===== config.mk =====
export PLATFORM = sky130hd
export DESIGN_NAME = hwpe_instr_dec
export DESIGN_NICKNAME = d
export VERILOG_FILES = /design/src/rtl/hwpe_dec_pkg.sv /design/src/rtl/hwpe_start_seq.sv /design/src/rtl/hwpe_instr_dec.sv
export SDC_FILE = /design/constraint.sdc
export NUM_CORES = 1
export LEC_CHECK = 0
export ABC_CLOCK_PERIOD_IN_PS = 4500
export CAP_MARGIN = 15
export CORE_ASPECT_RATIO = 1.4
export CORE_MARGIN = 5
export CORE_UTILIZATION = 27
export DETAILED_ROUTE_END_ITERATION = 10
export PLACE_DENSITY = 0.92
export SLEW_MARGIN = 20
export SYNTH_ARGS = -nofsm -noshare
export SYNTH_HDL_FRONTEND = slang
export SYNTH_SLANG_ARGS = --single-unit

===== constraint.sdc =====
create_clock -name clk -period 4.5 [get_ports clk]
set_clock_uncertainty 0.1 [all_clocks]
set_input_delay 0.45 -clock clk [delete_from_list [all_inputs] [get_ports clk]]
set_output_delay 0.45 -clock clk [all_outputs]
set_load 0.02 [all_outputs]

===== src/rtl/hwpe_dec_pkg.sv =====
// Shared definitions for the HWPE custom-instruction decoder: funct7 opcodes,
// start-sequencer state encoding and fmap-start delay constants.
package hwpe_dec_pkg;

  // funct7 opcodes of the custom instruction set
  localparam logic [6:0] F7_WR_FMAP = 7'h01;  // write fmap address register
  localparam logic [6:0] F7_WR_CFG  = 7'h02;  // write config register
  localparam logic [6:0] F7_ACC_WR  = 7'h03;  // accumulator write
  localparam logic [6:0] F7_ACC_RD  = 7'h04;  // accumulator read
  localparam logic [6:0] F7_RELU    = 7'h05;  // ReLU read-out
  localparam logic [6:0] F7_MAC     = 7'h06;  // start matrix MAC
  localparam logic [6:0] F7_RESET   = 7'h07;  // block soft reset

  // Cycles between kernel_st and fmap_st for each kernel/layer mode
  localparam int DLY_K333    = 0;
  localparam int DLY_LAYER   = 2;
  localparam int DLY_DEFAULT = 3;

  typedef enum logic [1:0] {
    ST_IDLE  = 2'd0,
    ST_ARM   = 2'd1,
    ST_DELAY = 2'd2,
    ST_RUN   = 2'd3
  } seq_state_e;

endpackage


===== src/rtl/hwpe_start_seq.sv =====
// Start sequencer: after an accepted MatrixMac it waits one ARM cycle for the
// config writes to settle, pulses kernel_st, then pulses fmap_st after a
// mode-dependent delay and stays in RUN until matrix_done.
module hwpe_start_seq
  import hwpe_dec_pkg::*;
#(
  parameter int DLY_W = 3
) (
  input  logic       clk,
  input  logic       clr,
  input  logic       start,
  input  logic       kernel_333,
  input  logic       layer_type,
  input  logic       matrix_done,
  output seq_state_e state,
  output logic       busy,
  output logic       kernel_st,
  output logic       fmap_st,
  output logic       run_done
);

  seq_state_e       state_q, state_d;
  logic [DLY_W-1:0] cnt_q, cnt_d;
  logic [DLY_W-1:0] dly;
  logic             kernel_st_q, kernel_st_d;
  logic             fmap_st_q, fmap_st_d;

  // Delay chosen from the mode bits as they stand during the ARM cycle
  always_comb begin
    if (kernel_333)      dly = DLY_W'(DLY_K333);
    else if (layer_type) dly = DLY_W'(DLY_LAYER);
    else                 dly = DLY_W'(DLY_DEFAULT);
  end

  // Next state, delay counter and registered start pulses; clr overrides all
  always_comb begin
    state_d     = state_q;
    cnt_d       = cnt_q;
    kernel_st_d = 1'b0;
    fmap_st_d   = 1'b0;
    run_done    = 1'b0;
    case (state_q)
      ST_IDLE: if (start) state_d = ST_ARM;
      ST_ARM: begin
        kernel_st_d = 1'b1;
        if (dly == '0) begin
          fmap_st_d = 1'b1;
          state_d   = ST_RUN;
        end else begin
          cnt_d   = dly - DLY_W'(1);
          state_d = ST_DELAY;
        end
      end
      ST_DELAY: begin
        if (cnt_q == '0) begin
          fmap_st_d = 1'b1;
          state_d   = ST_RUN;
        end else begin
          cnt_d = cnt_q - DLY_W'(1);
        end
      end
      ST_RUN: begin
        if (matrix_done) begin
          state_d  = ST_IDLE;
          run_done = 1'b1;
        end
      end
      default: state_d = ST_IDLE;
    endcase
    if (clr) begin
      state_d     = ST_IDLE;
      cnt_d       = '0;
      kernel_st_d = 1'b0;
      fmap_st_d   = 1'b0;
      run_done    = 1'b0;
    end
  end

  // State, counter and pulse registers
  always_ff @(posedge clk) begin
    state_q     <= state_d;
    cnt_q       <= cnt_d;
    kernel_st_q <= kernel_st_d;
    fmap_st_q   <= fmap_st_d;
  end

  assign state     = state_q;
  assign busy      = (state_q != ST_IDLE);
  assign kernel_st = kernel_st_q;
  assign fmap_st   = fmap_st_q;

endmodule


===== src/rtl/hwpe_instr_dec.sv =====
// HWPE custom-instruction decoder. Register-write/read decodes are plain
// funct7 compares; MatrixMac drives the start sequencer; chained accumulator
// / ReLU reads raise conv_st. Optional sticky error flag under the macro
// HWPE_DEC_ERR_EN (undefined: err is tied low).
// Handshake: a request is accepted on a rising edge where eai_req_valid and
// eai_req_ready are both high; every side effect keys off that accept only.
module hwpe_instr_dec
  import hwpe_dec_pkg::*;
#(
  parameter  int NUM_PE  = 16,
  parameter  int NUM_ACC = 8,
  parameter  int DLY_W   = 3,
  localparam int PE_W    = $clog2(NUM_PE),
  localparam int ACC_W   = $clog2(NUM_ACC)
) (
  input  logic             clk,
  input  logic             rst,
  input  logic [31:0]      instr,
  input  logic [31:0]      rs1_data,
  input  logic             eai_req_valid,
  input  logic             eai_req_ready,
  input  logic             kernel_333,
  input  logic             layer_type,
  input  logic             matrix_done,
  output logic             wr_fmap_addr,
  output logic             wr_cfg,
  output logic             acc_wen,
  output logic [PE_W-1:0]  acc_w_pe_id,
  output logic [ACC_W-1:0] acc_w_acc_id,
  output logic [31:0]      acc_w_wd,
  output logic             acc_ren,
  output logic [PE_W-1:0]  acc_r_pe_id,
  output logic [ACC_W-1:0] acc_r_acc_id,
  output logic             relu_ren,
  output logic [ACC_W-1:0] relu_acc_id,
  output logic             soft_rst,
  output logic             kernel_st,
  output logic             fmap_st,
  output logic             conv_st,
  output logic             busy,
  output logic             done_imm,
  output logic             err
);

  logic [6:0] funct7;
  logic       unused_instr;
  logic       accept, mac_acc, rst_acc, chain_req, clr, start;
  logic       in_run, in_idle, run_done;
  seq_state_e seq_state;
  logic       soft_rst_q, soft_rst_d;
  logic       done_q, done_d;
  logic       conv_st_q, conv_st_d;

  assign funct7       = instr[31:25];
  assign unused_instr = ^instr;

  assign wr_fmap_addr = (funct7 == F7_WR_FMAP);
  assign wr_cfg       = (funct7 == F7_WR_CFG);
  assign acc_wen      = (funct7 == F7_ACC_WR);
  assign acc_ren      = (funct7 == F7_ACC_RD);
  assign relu_ren     = (funct7 == F7_RELU);
  assign done_imm     = !((funct7 == F7_MAC) || (funct7 == F7_RELU));

  assign acc_w_pe_id  = instr[20 +: PE_W];
  assign acc_w_acc_id = instr[7 +: ACC_W];
  assign acc_w_wd     = rs1_data;
  assign acc_r_acc_id = instr[15 +: ACC_W];
  assign acc_r_pe_id  = instr[20 +: PE_W];
  assign relu_acc_id  = instr[20 +: ACC_W];

  assign accept    = eai_req_valid & eai_req_ready;
  assign mac_acc   = accept & (funct7 == F7_MAC);
  assign rst_acc   = accept & (funct7 == F7_RESET);
  // rs1[4] / rs2[4] request chaining the read into a convolution start
  assign chain_req = accept & ((acc_ren & instr[19]) | (relu_ren & instr[24]));
  // An accepted Reset clears the block on the same edge that raises soft_rst
  assign clr       = rst | soft_rst_q | rst_acc;
  assign start     = mac_acc & ~busy;
  assign in_run    = (seq_state == ST_RUN);
  assign in_idle   = (seq_state == ST_IDLE);

  hwpe_start_seq #(
    .DLY_W(DLY_W)
  ) u_start_seq (
    .clk         (clk),
    .clr         (clr),
    .start       (start),
    .kernel_333  (kernel_333),
    .layer_type  (layer_type),
    .matrix_done (matrix_done),
    .state       (seq_state),
    .busy        (busy),
    .kernel_st   (kernel_st),
    .fmap_st     (fmap_st),
    .run_done    (run_done)
  );

  // Soft-reset request, done flag (a RUN has completed) and conv_st pulse
  always_comb begin
    soft_rst_d = rst ? 1'b0 : rst_acc;
    done_d     = done_q;
    conv_st_d  = 1'b0;
    if (clr) begin
      done_d = 1'b0;
    end else begin
      if (run_done) done_d = 1'b1;
      conv_st_d = chain_req & (in_run | (in_idle & done_q));
    end
  end

  // Control registers
  always_ff @(posedge clk) begin
    soft_rst_q <= soft_rst_d;
    done_q     <= done_d;
    conv_st_q  <= conv_st_d;
  end

  assign soft_rst = soft_rst_q;
  assign conv_st  = conv_st_q;

`ifdef HWPE_DEC_ERR_EN
  logic err_q, err_d;

  // Sticky error: MatrixMac while busy, or a chain with nothing to chain onto
  always_comb begin
    err_d = err_q;
    if (clr) err_d = 1'b0;
    else if ((mac_acc & busy) | (chain_req & ~done_q & ~in_run)) err_d = 1'b1;
  end

  // Error register
  always_ff @(posedge clk) begin
    err_q <= err_d;
  end

  assign err = err_q;
`else
  assign err = 1'b0;
`endif

endmodule


==> results.txt <==
* Synth-to-layout area growth: -2.13%
- The run finished with clean final reports.
- The number of antenna violations at the first check in global routing came to 0.
- Core ar.: 0.00361 mm2
- Warnings from Yosys: 0
- Counting instances, the worst hold path has a depth of 2.
- The die covers 0.00503 mm2.
* Clock tree from TritonCTS: yes
* Clock tree buffer depth: 2
- The number of max-slew violations in the final report came to 0.
- The startpoint identified for the worst register-to-register timing path is u_start_seq.state[0]$_SDFFE_PP0P_.
- Number of global-route vias before repair: 715
- The routed layout has 693 vias.
- For this design the ratio of total power to cell area is 214 mW/mm2.
* Clock latency of the later-clocked register in the worst-skew pair: 0.24 ns
- Cell at the root of the clock tree: sky130_fd_sc_hd__clkbuf_8
- Top cell by count, worst path: sky130_fd_sc_hd__clkdlybuf4s50_1
* Reported max-cap violation count: 0
- 132 I/O pins were placed.
- Total setup buffers inserted after CTS: 0
- For the pin with the worst max-slew slack, the measured transition is 0.719 ns.
* Slowest cell on the critical path: sky130_fd_sc_hd__clkdlybuf4s50_1
- Fill cells in the final layout number 389.
- At the end of routability-driven placement, the weighted congestion stood at 0.739.
- After routing, the total negative slack on setup checks comes to 0 ns.
* Number of storage elements in the synthesis netlist: 10
* Syn_nets: 204
* Standby leakage power: 0.375 nW
* Clock H-tree levels: 1
- In the routed layout, each cell is associated on average with a via count of 4.68.
- Entering global routing, the biggest net connects 10 pins.
* Required @ worst endpoint: 3.95 ns
- Post-CTS sizing: 0
- Die Y-Extent: 81.9 um
- The count of cells in the finished layout, fillers not included, comes to 148.
* Number of nets in the layout: 185
- The hold violation count in the final report came to 0.
* Number of placement rows: 26
- Worst R2R Setup Slack: 2.36 ns
- Maximum fanout encountered on the critical timing path: 4
* Diode count: 0
* Crit-path cells: clkdlybuf4s50_1 -> nor4_2 -> nand2_1 -> nor3_1 -> clkdlybuf4s50_1
- Register area share after synthesis: 20.1%
- Final wirelength: 2.04 mm
- Number of DRC markers after the initial detailed-route iteration: 16
* Setup repair after global routing missed its margin: false
- Port buffering added 26 buffers.
- After layout, the worst path uses 60.9% of the clock period.
- Peak supply drop: 0.0764 mV
- For the finished layout, the period the worst path requires is 2.74 ns.
- Launching instance or port of the critical path: instr[28]
- Maximum cell stage delay along the critical path: 0.63 ns
- STA classifies the critical path startpoint as an input port.
- In the final layout, the share of cells above drive strength 1 is 7.55%.
- Measured along the x axis, the die boundary spans 61.4 um.
* TritonRoute pass-1 iters: 4
* Half-perimeter wire length after detailed placement: 1.58 mm
* Worst Hold Class: reg -> reg
* Remaining DRCs: 0
* Initial core utilization: 27.6%
- Once placement completed, the tool counted placed cells totaling 145.
- In this run the tightest slew margin relative to its limit is 51.8%.
* Post-Synthesis Cells: 127
- Overall fraction of global-route tracks in use: 8.23%
* CP endpoint: acc_ren
* Remaining antenna violation count after routing: 0
- For this design, the CTS-stage hold fixing added 0 buffers.
- For this run the aggregate overflow at the end of global routing stands at 0.
- In this run, CTS created clock tree buffers numbering 3.
- Setup crit end kind: output pin
- Total of endpoints with negative setup slack in the final report: 0
* Mapped Area: 997 um2
- Number of cell instances on the worst register-to-register path: 6
* Critical path type: in -> out
* Count of distinct cell types in the synthesized netlist: 30
- Worst-path clk slew: 0.05 ns
* Arrival time reported for the critical path endpoint: 2.19 ns
* Clk sink count: 10
- In this run the critical register-to-register path is captured at u_start_seq.cnt_q[0]$_SDFFE_PP0P_.
* Highest Clock Rate: 365 MHz
- The first global-routing pass estimated 3.11 mm of wire.
* Syn avg cell area: 7.85 um2
* Routed wirelength normalized by instance count: 13.8 um
-- metal layers --
metal  global-route usage (%)  wire length, um  vias up
met2                     14.6             1060       13
met3                     3.46              205       29
met5                        0                0        -
met1                     6.34              670      321
li1                         -                -      330
met4                     7.64              107        0
-- logic make-up after synthesis --
group | count (synthesis) | synth area share, %
adder cells (fa/ha/maj) | 6 | 7.53
AND/OR/NAND/NOR | 35 | 18.7
multiplexers | 3 | 3.01
AO/OA/AOI/OAI | 15 | 10.0
other | 1 | 0.376
buffers and inverters | 57 | 40.3
flip-flops | 10 | 20.1
-- cell usage in the layout, fill, tap and decap left out, types with 2 or more instances in the layout --
cell	instances
sky130_fd_sc_hd__nor2_1	10
sky130_fd_sc_hd__or2_2	2
sky130_fd_sc_hd__ha_1	6
sky130_fd_sc_hd__nor3_1	3
sky130_fd_sc_hd__nand3_1	2
sky130_fd_sc_hd__inv_1	7
sky130_fd_sc_hd__nand2_1	6
sky130_fd_sc_hd__clkdlybuf4s50_1	26
sky130_fd_sc_hd__dfxtp_1	10
sky130_fd_sc_hd__clkbuf_8	3
sky130_fd_sc_hd__a21oi_1	6
sky130_fd_sc_hd__nand2b_1	4
sky130_fd_sc_hd__mux2i_1	3
-- area by class of cell --
cell class	instances	area, um2	area share, %
sequential	10	200	20.5
timing repair buffer	26	260	26.7
tap	42	52.6	5.38
multi-input combinational	60	395	40.5
inverter	7	26.3	2.69
clock buffer	3	41.3	4.23
-- cell usage after synthesis --
cell type                  instances  area (um2)
sky130_fd_sc_hd__buf_4            50         375
sky130_fd_sc_hd__dfxtp_1          10         200
sky130_fd_sc_hd__nor2_1           10        37.5
sky130_fd_sc_hd__inv_1             7        26.3
sky130_fd_sc_hd__a21oi_1           6        30.0
sky130_fd_sc_hd__ha_1              6        75.1
sky130_fd_sc_hd__nand2_1           6        22.5
sky130_fd_sc_hd__nand2b_1          4        25.0
sky130_fd_sc_hd__mux2i_1           3        30.0
sky130_fd_sc_hd__nor3_1            3        15.0
sky130_fd_sc_hd__nand3_1           2        10.0
sky130_fd_sc_hd__or2_2             2        12.5
sky130_fd_sc_hd__a21o_1            1        7.51
sky130_fd_sc_hd__a21o_2            1        8.76
sky130_fd_sc_hd__a222oi_1          1        10.0
sky130_fd_sc_hd__a311oi_1          1        8.76
sky130_fd_sc_hd__a31oi_1           1        6.26
sky130_fd_sc_hd__a41o_1            1        10.0
sky130_fd_sc_hd__a41oi_1           1        8.76
sky130_fd_sc_hd__and2b_1           1        7.51
sky130_fd_sc_hd__conb_1            1        3.75
sky130_fd_sc_hd__nand4_1           1        6.26
sky130_fd_sc_hd__nor2b_1           1        6.26
sky130_fd_sc_hd__nor3b_1           1        7.51
sky130_fd_sc_hd__nor4_2            1        12.5
sky130_fd_sc_hd__o21ai_0           1        5.00
sky130_fd_sc_hd__o21ai_1           1        5.00
sky130_fd_sc_hd__or3_1             1        6.26
sky130_fd_sc_hd__or4_1             1        7.51
sky130_fd_sc_hd__or4b_2            1        10.0
-- power by group --
part | internal [W] | switching [W] | total, W
logic | 0.0000155 | 0.0000111 | 0.0000266
clock network | 0.0000585 | 0.0000342 | 0.0000927
registers | 0.0000890 | 0.000000135 | 0.0000891
total | 0.000163 | 0.0000454 | 0.000208
-- worst max-delay path: cells and delay by family --
kind	cells	cell delay, ns
and+or+nand+nor	3	0.71
buffers and inverters	2	1.04
-- sequential cells by signal (all words and copies together) (netlist names) --
name                   flops
u_start_seq.kernel_st      1
conv_st                    1
soft_rst                   1
u_start_seq.cnt_q          3
u_start_seq.fmap_st        1
u_start_seq.state          2
done_q                     1
-- per-stage QoR --
| step | area [um2] | setup slack [ns] | total power [W] | utilization, % | hold slack [ns] |
|---|---|---|---|---|---|
| after floorplan | 997 | 2.54 | 0.000164 | - | 0.337 |
| after global placement | 935 | 1.74 | 0.000117 | 25.9 | 0.350 |
| after detailed placement | 935 | 1.73 | 0.000117 | 25.9 | 0.369 |
| after CTS | 976 | 1.74 | 0.000210 | 27.0 | 0.386 |
| after global routing | 976 | 1.63 | 0.000218 | 27.0 | 0.418 |
| final | 976 | 1.76 | 0.000208 | 27.0 | 0.396 |
-- worst min path at each step --
| stage | from | endpoint |
|---|---|---|
| after floorplan | done_q$_SDFFE_PP0P_ | done_q$_SDFFE_PP0P_ |
| after global placement | done_q$_SDFFE_PP0P_ | done_q$_SDFFE_PP0P_ |
| after detailed placement | done_q$_SDFFE_PP0P_ | done_q$_SDFFE_PP0P_ |
| after CTS | done_q$_SDFFE_PP0P_ | done_q$_SDFFE_PP0P_ |
| after global routing | done_q$_SDFFE_PP0P_ | done_q$_SDFFE_PP0P_ |
| final | done_q$_SDFFE_PP0P_ | done_q$_SDFFE_PP0P_ |
No activity file was read; power rests on OpenSTA's default activity.
